`src/rtl/spart_pkg.sv`:
```
// Shared types and constants for the SPART serial port.
package spart_pkg;

  typedef enum logic [2:0] {
    IDLE,
    START,
    DATA,
    STOP,
    BREAK
  } rx_state_t;

  localparam int unsigned OVERSAMPLE   = 16;
  localparam int unsigned DATA_BITS    = 8;
  localparam int unsigned START_SAMPLE = 8;

endpackage

```
`src/rtl/spart_brg_tick.sv`:
```
// Baud-rate oversample tick generator: one tick every brg_div+1 clocks.
module spart_brg_tick (
  input  logic        clk,
  input  logic        rst,
  input  logic [15:0] brg_div,
  input  logic        restart,
  output logic        tick
);

  logic [15:0] cnt_q;

  // Reloading from the live divisor keeps the counter bounded if brg_div changes mid-count.
  always_ff @(posedge clk) begin
    if (rst) begin
      cnt_q <= '0;
    end else if (restart || cnt_q == '0) begin
      cnt_q <= brg_div;
    end else begin
      cnt_q <= cnt_q - 16'd1;
    end
  end

  assign tick = (cnt_q == '0) && !restart;

endmodule

```
`src/rtl/spart_rx.sv`:
```
// SPART receiver: 16x oversampled 8N1 deserializer with a one-byte buffer and status flags.
module spart_rx #(
  parameter int unsigned OVERSAMPLE = 16,
  parameter int unsigned DATA_BITS  = 8
) (
  input  logic                 clk,
  input  logic                 rst,
  input  logic                 rxd,
  input  logic [15:0]          brg_div,
  input  logic                 rd_en,
  output logic [DATA_BITS-1:0] rx_data,
  output logic                 rda,
  output logic                 framing_err,
  output logic                 overrun
);

  import spart_pkg::*;

  rx_state_t            state_q, state_d;
  logic                 sync1_q, rxs;
  logic [3:0]           tick_cnt_q, tick_cnt_d;
  logic [2:0]           bit_cnt_q, bit_cnt_d;
  logic [DATA_BITS-1:0] shift_q, shift_d;
  logic                 tick, restart, commit, stop_bit;

  always_ff @(posedge clk) begin
    if (rst) begin
      sync1_q <= 1'b1;
      rxs     <= 1'b1;
    end else begin
      sync1_q <= rxd;
      rxs     <= sync1_q;
    end
  end

  spart_brg_tick u_brg (
    .clk     (clk),
    .rst     (rst),
    .brg_div (brg_div),
    .restart (restart),
    .tick    (tick)
  );

  always_comb begin
    state_d    = state_q;
    tick_cnt_d = tick_cnt_q;
    bit_cnt_d  = bit_cnt_q;
    shift_d    = shift_q;
    restart    = 1'b0;
    commit     = 1'b0;
    stop_bit   = 1'b1;
    case (state_q)
      IDLE: begin
        if (!rxs) begin
          restart    = 1'b1;
          tick_cnt_d = '0;
          bit_cnt_d  = '0;
          state_d    = START;
        end
      end
      START: begin
        if (tick) begin
          if (tick_cnt_q == 4'(START_SAMPLE - 1)) begin
            tick_cnt_d = '0;
            state_d    = rxs ? IDLE : DATA;
          end else begin
            tick_cnt_d = tick_cnt_q + 4'd1;
          end
        end
      end
      DATA: begin
        if (tick) begin
          if (tick_cnt_q == 4'(OVERSAMPLE - 1)) begin
            tick_cnt_d = '0;
            shift_d    = {rxs, shift_q[DATA_BITS-1:1]};
            bit_cnt_d  = bit_cnt_q + 3'd1;
            if (bit_cnt_q == 3'(DATA_BITS - 1)) begin
              state_d = STOP;
            end
          end else begin
            tick_cnt_d = tick_cnt_q + 4'd1;
          end
        end
      end
      STOP: begin
        if (tick) begin
          if (tick_cnt_q == 4'(OVERSAMPLE - 1)) begin
            tick_cnt_d = '0;
            commit     = 1'b1;
            stop_bit   = rxs;
            // A low stop bit means the line may be held in break; wait for it to recover.
            state_d    = rxs ? IDLE : BREAK;
          end else begin
            tick_cnt_d = tick_cnt_q + 4'd1;
          end
        end
      end
      BREAK: begin
        if (rxs) begin
          state_d = IDLE;
        end
      end
      default: state_d = IDLE;
    endcase
  end

  always_ff @(posedge clk) begin
    if (rst) begin
      state_q    <= IDLE;
      tick_cnt_q <= '0;
      bit_cnt_q  <= '0;
      shift_q    <= '0;
    end else begin
      state_q    <= state_d;
      tick_cnt_q <= tick_cnt_d;
      bit_cnt_q  <= bit_cnt_d;
      shift_q    <= shift_d;
    end
  end

  // A read in the commit cycle frees the buffer, so the new byte lands without an overrun.
  always_ff @(posedge clk) begin
    if (rst) begin
      rx_data     <= '0;
      rda         <= 1'b0;
      framing_err <= 1'b0;
      overrun     <= 1'b0;
    end else if (commit) begin
      if (!rda || rd_en) begin
        rx_data     <= shift_q;
        rda         <= 1'b1;
        framing_err <= !stop_bit;
      end else begin
        overrun <= 1'b1;
      end
    end else if (rd_en && rda) begin
      rda         <= 1'b0;
      framing_err <= 1'b0;
      overrun     <= 1'b0;
    end
  end

endmodule

```
`config.mk`:
```
export PLATFORM = sky130hd
export DESIGN_NAME = spart_rx
export DESIGN_NICKNAME = d
export VERILOG_FILES = /design/src/rtl/spart_pkg.sv /design/src/rtl/spart_brg_tick.sv /design/src/rtl/spart_rx.sv
export SDC_FILE = /design/constraint.sdc
export NUM_CORES = 1
export LEC_CHECK = 0
export CORE_AREA = 2 2 74 76
export CTS_CLUSTER_DIAMETER = 40
export DETAILED_ROUTE_END_ITERATION = 10
export DIE_AREA = 0 0 76 78
export PLACE_DENSITY_LB_ADDON = 0.08
export REMOVE_ABC_BUFFERS = 1
export SLEW_MARGIN = 20
export SYNTH_ARGS = -nofsm -noshare
export SYNTH_HDL_FRONTEND = slang
export SYNTH_SLANG_ARGS = --single-unit
```
`constraint.sdc`:
```
create_clock -name clk -period 3.45 [get_ports clk]
set_input_delay 0.69 -clock clk [delete_from_list [all_inputs] [get_ports clk]]
set_output_delay 0.69 -clock clk [all_outputs]
set_load 0.005 [all_outputs]
```
==> results of run 1 <==
## critical path: stages, from the launching register on
cell     delay (ns)
dfxtp_1        0.34
or4_4          0.58
nor4_4         0.51
a31oi_1        0.34
or4_1          0.57
a21oi_1        0.13
## cell usage in the layout (no fill, tap or decap), drive strengths merged, types with 2 or more instances in the layout
master	instances
or4	5
nor3	10
buf	4
clkbuf	6
xnor2	9
nand3b	2
nand2b	4
inv	5
nand3	16
a211oi	10
nand4	2
or2	6
nand2	33
nor2b	3
xor2	5
bufinv	2
or3	2
dfxtp	47
nor4	9
a21oi	35
clkdlybuf4s50	30
o21ai	9
nor2	21
ha	5
a311oi	2
## area by class of cell
class / count / area [um^2] / share of cell area (%)
Clock inverter: 2 / 60.1 / 2.23
Tap cell: 70 / 87.6 / 3.25
Timing Repair Buffer: 34 / 330 / 12.2
Clock buffer: 6 / 72.6 / 2.69
Sequential cell: 47 / 941 / 34.9
Multi-Input combinational cell: 201 / 1190 / 44.0
Inverter: 5 / 18.8 / 0.696
## layer usage
metal	track usage, %	vias to the layer above
met5	0	-
met4	6.00	0
met3	4.65	2
met2	26.6	33
met1	21.9	828
li1	-	1005
## path summary, 6_finish.rpt
path,slack [ns],start,depth (start not counted),to
hold reg to reg,0.41,sync1_q,1,rxs
setup / recovery,0.93,u_brg.cnt_q[12],5,tick_cnt_q[3]
setup reg to reg,0.93,u_brg.cnt_q[12],5,tick_cnt_q[3]
hold / removal,0.41,sync1_q,1,rxs
## metrics by stage
| step | area [um^2] | power, W |
|---|---|---|
| finish | 2700 | 0.00171 |
| CTS | 2700 | 0.00173 |
| detailed placement | 2560 | 0.00125 |
| floorplan | 2140 | 0.00112 |
| global route | 2700 | 0.00184 |
| global placement | 2560 | 0.00125 |
## flip-flops by register name (all words and copies together), names as in the netlist
| register | count |
|---|---|
| bit_cnt_q | 3 |
| framing_err | 1 |
| overrun | 1 |
| rda | 1 |
| rx_data | 8 |
| rxs | 1 |
| shift_q | 8 |
| state_q | 3 |
| sync1_q | 1 |
| tick_cnt_q | 4 |
| u_brg.cnt_q | 16 |
## power by group through the flow
stage | Clock [W] | Sequential [W] | Combinational (W)
after global placement | 0 | 0.000720 | 0.000533
after detailed placement | 0 | 0.000721 | 0.000532
after floorplan | 0 | 0.000704 | 0.000420
after global routing | 0.000515 | 0.000722 | 0.000603
after CTS | 0.000486 | 0.000709 | 0.000538
final | 0.000475 | 0.000710 | 0.000531
## kinds of logic (layout without fill, tap and decap cells)
group,Yosys count,count (layout)
multiplexers,1,1
AND/OR/NAND/NOR,117,117
XOR/XNOR,14,14
adder cells (fa/ha/maj),5,5
flip-flops,47,47
buffers and inverters,20,47
AO/OA/AOI/OAI,64,64
==> flow_summary.yaml, run 1 <==
setup_path:
  critPathMaxFanout: 8
  critical_path.endpoint_type: "register"
  critical_path_arrival_ns: 2.76
  critPathRequiredTime_ns: 3.69
  start_kind: "register"
  path_class: "register to register"
cells_and_area:
  final_core_util_pct: 53.5
  antenna_cells: 0
  instances_no_fill: 365
  nNetsFinal: 319
  fillers: 466
  areaGrowthSynthToFinish_pct: 21.9
  drive_above_1_share_pct: 8.81
clock_network:
  clk_pin_slew_ns: 0.09
  clock_sinks: 47
  ctsRootBufferMaster: "clkbuf_8"
  ctsLongestPathBuffers: 2
  cts_tree: "built"
  post-cts-setup-buffers: 0
  htree_levels: 2
  clk_latency_ns: 0.30
  postCtsHoldBufs: 0
  cts_resized: 0
  cts_inserted_buffers: 5
power_and_ir_drop:
  leakagePower_nw: 0.909
  p_clk_share_pct: 27.7
  switching_power_w: 0.000555
  combPwrFrac_pct: 30.9
  p_int_w: 0.00116
  power.density_nw_per_um2: 636
  power_frac_seq_pct: 41.4
  peakVddDrop_mv: 0.427
  swShare_pct: 32.4
yosys:
  synth-seq-cells: 47
  synth.largest_area_cell: "dfxtp_1"
  ys.flop_type: "dfxtp_1"
  synth_warnings: 0
  synth_top_family_by_area: "simple AND/OR/NAND/NOR gates"
  yosysUniqueCellTypes: 40
  synthCells: 268
  synth_most_common_cell: "dfxtp_1"
  netlist_top_cells_count: "47 x dfxtp_1, 35 x a21oi_1, 33 x nand2_1"
  syn-cell-area_um2: 2210
  synth_area_leaders: "dfxtp_1 43%, a21oi_1 7.9%, nand2_1 5.6%, nand3_1 3.6%, nor2_1 3.6%"
  synth.avg_cell_area_um2: 8.25
  async_reset_ff_share_pct: 0
  synth_fa_ha_area_share_pct: 2.83
  yosysSeqAreaShare_pct: 42.5
  synth-compound-area-share_pct: 17.3
  synthSimpleGateAreaFrac_pct: 27.4
  synth_top_cell_area_share_pct: 42.5
  synthMuxAreaShare_pct: 0.452
  synth_edf_count: 0
  synth_xor_area_share_pct: 5.54
detailed_routing:
  avgViaCountPerCell: 5.12
  routedWlPerCell_um: 12.4
  drt-pass1-iter-count: 4
  wl_met1_um: 2260
  dr_wl_met3_um: 142
  vias: 1868
  drt_iter0_drc: 121
  detail-route-antenna-nets: 0
  routed.top_layer: "met4"
  drc: 0
  wl_met2_um: 2090
  routed_wirelength_um: 4510
timing:
  slew_headroom_pct: 49.9
  finalCriticalPeriod_ns: 2.52
  worst_slew_pin_slew_ns: 0.746
  slew_viol_final: 0
  whs_ns: 0.413
  postLayoutSetupSlackWorst_ns: 0.927
  finClkSkew_ns: 0.00803
  hold_violations: 0
  clock.fmax_mhz: 396
  finalSetupViolations: 0
  tns_ns: 0
  rsz0062_at_grt: "no"
  final.period_utilization_pct: 73.1
floorplan:
  io_pins: 31
  die_x_um: 76
  die_y_um: 78
  coreArea_um2: 5040
  num_rows: 26
  start_util_pct: 43.9
  dieArea_um2: 5930
global_routing:
  grt_pass1_wl_um: 8110
  gr-usage-all-layers_pct: 16.7
  grt-ovfl-total: 0
  grt_pass1_vias: 1753
  antenna_found_initial: 0
  grt_max_degree: 24
job:
  cap_violations: 0
worst_hold_path:
  min_path_type: "register to register"
outcome:
  status: "complete, no violations"
place:
  place.gp.congestion: 0.785
  dp_hpwl_um: 3230
  place_ws_ns: 0.934
  post-place-cells: 357
  io_buffers: 30
(Power assumes the default switching activity.)
==> inputs of run 2 (changes only) <==
clock period = 2.2 ns   (was 3.45 ns; I/O delays follow)
==> flow_summary.yaml, run 2 (synthesis results as in run 1) <==
worst_hold_path:
  hold_path_depth: 1
  min_path_type: "register to register"
clock_network:
  clk_pin_slew_ns: 0.10
  ctsLongestPathBuffers: 2
  ctsRootBufferMaster: "clkbuf_8"
  clock_sinks: 47
  cts_inserted_buffers: 5
  cts_tree: "built"
  htree_levels: 2
  postCtsHoldBufs: 0
  clk_latency_ns: 0.30
setup_path:
  start_kind: "register"
  reg2reg_depth: 5
  critical_path.endpoint_type: "register"
  critPathRequiredTime_ns: 2.39
  critical_path_arrival_ns: 2.40
  critPathMaxFanout: 11
  path_class: "register to register"
timing:
  clock.fmax_mhz: 453
  finalCriticalPeriod_ns: 2.21
  rsz0062_at_grt: "yes"
  finalSetupViolations: 1
  finClkSkew_ns: 0.00884
  slew_viol_final: 0
  postLayoutSetupSlackWorst_ns: -0.00708
  slew_headroom_pct: 40.4
  worst_slew_pin_slew_ns: 0.885
  tns_ns: -0.00708
  final.period_utilization_pct: 100
  hold_violations: 0
outcome:
  status: "finished with violations"
  violations: "negative setup slack"
power_and_ir_drop:
  power_frac_seq_pct: 36.2
  power.density_nw_per_um2: 1010
  p_clk_share_pct: 21.8
  combPwrFrac_pct: 42.0
  peakVddDrop_mv: 0.598
  power_w: 0.00302
  leakagePower_nw: 1.06
  swShare_pct: 34.0
  switching_power_w: 0.00103
  p_int_w: 0.00200
global_routing:
  grt_pass1_wl_um: 8760
  grt-ovfl-total: 0
  antenna_found_initial: 0
  grt_max_degree: 29
  grt_pass1_vias: 1885
  gr-usage-all-layers_pct: 17.8
cells_and_area:
  areaGrowthSynthToFinish_pct: 35.3
  drive_above_1_share_pct: 20.2
  instances_no_fill: 391
  layout_common_cells: "45 x dfxtp_1, 34 x a21oi_1, 33 x nand2_1, 30 x clkdlybuf4s50_1, 24 x buf_4"
  top_register: "u_brg.cnt_q"
  antenna_cells: 0
  largest_reg_flops: 16
  final_area_um2: 2990
  fillers: 486
  layout_commonest_cell: "dfxtp_1"
  top_regs: "u_brg.cnt_q (16), rx_data (8), shift_q (8)"
  nNetsFinal: 345
floorplan:
  dieArea_um2: 5930
  num_rows: 26
  coreArea_um2: 5040
  start_util_pct: 43.9
  io_pins: 31
  die_y_um: 78
  die_x_um: 76
detailed_routing:
  drc: 0
  vias: 2003
  drt_iter0_drc: 111
  detail-route-antenna-nets: 0
  drt-pass1-iter-count: 4
  routed_wirelength_um: 5020
  routedWlPerCell_um: 12.8
  avgViaCountPerCell: 5.12
place:
  placed_cell_area_um2: 2740
  dp_hpwl_um: 3550
  post-place-cells: 380
  place.gp.congestion: 0.837
  place_ws_ns: -0.0861
  io_buffers: 30
job:
  cap_violations: 0
[run 2: changes by cell type in the layout (fill, tap and decap cells not counted), moves of 3 or more]
cell / change
o21ai_0: -3
buf_6: +4
buf_4: +20
a211oi_1: -3
a211oi_2: +3
[run 2: cell type report]
class                           count  area, um^2  area share [%]
Inverter                            5        18.8           0.627
Tap cell                           70        87.6            2.93
Clock buffer                        5        68.8            2.30
Timing Repair Buffer               60         566            18.9
Clock inverter                      3        47.5            1.59
Sequential cell                    47         943            31.5
Multi-Input combinational cell    201        1260            42.1
[run 2: worst max-delay path, cell delays in order, from the launching register on]
cell	delay, ns
dfxtp_2	0.33
or4_4	0.54
or4_4	0.54
or4_4	0.51
nand3_1	0.12
a21oi_1	0.06
[run 2: path summary, 6_finish.rpt]
kind	start	endpoint	slack (ns)
worst max-delay path	u_brg.cnt_q[10]	bit_cnt_q[0]	-0.007
worst min-delay path	sync1_q	rxs	0.42
worst max register to register	u_brg.cnt_q[10]	bit_cnt_q[0]	-0.007
worst min register to register	sync1_q	rxs	0.42
[run 2: through the flow]
stage / hold WS [ns] / utilization (%)
final: 0.419 / 59.4
after global routing: 0.443 / 59.4
after CTS: 0.424 / 57.3
after detailed placement: 0.399 / 54.3
after global placement: 0.391 / 54.3
after floorplan: 0.389 / -
[run 2: power groups by stage]
stage | Combinational, W | Sequential [W] | Clock [W]
floorplan | 0.000658 | 0.00110 | 0
global placement | 0.00113 | 0.00111 | 0
detailed placement | 0.00114 | 0.00111 | 0
CTS | 0.00119 | 0.00109 | 0.000675
global route | 0.00140 | 0.00112 | 0.000704
finish | 0.00127 | 0.00110 | 0.000659
[run 2: per-layer routing]
metal,track usage [%],share of wire (%)
met4,5.45,0.54
met3,3.26,2.4
met1,23.8,49
met2,29.6,48
met5,0,0
[run 2: repair_timing]
| action | 4_1_cts | 5_1_grt |
|---|---|---|
| setup endpoints to repair | 14 | 38 |
| pin swaps | 2 | 5 |
| gates cloned | 0 | 1 |
| gates resized for setup | 4 | 21 |
| setup buffers | 1 | 1 |
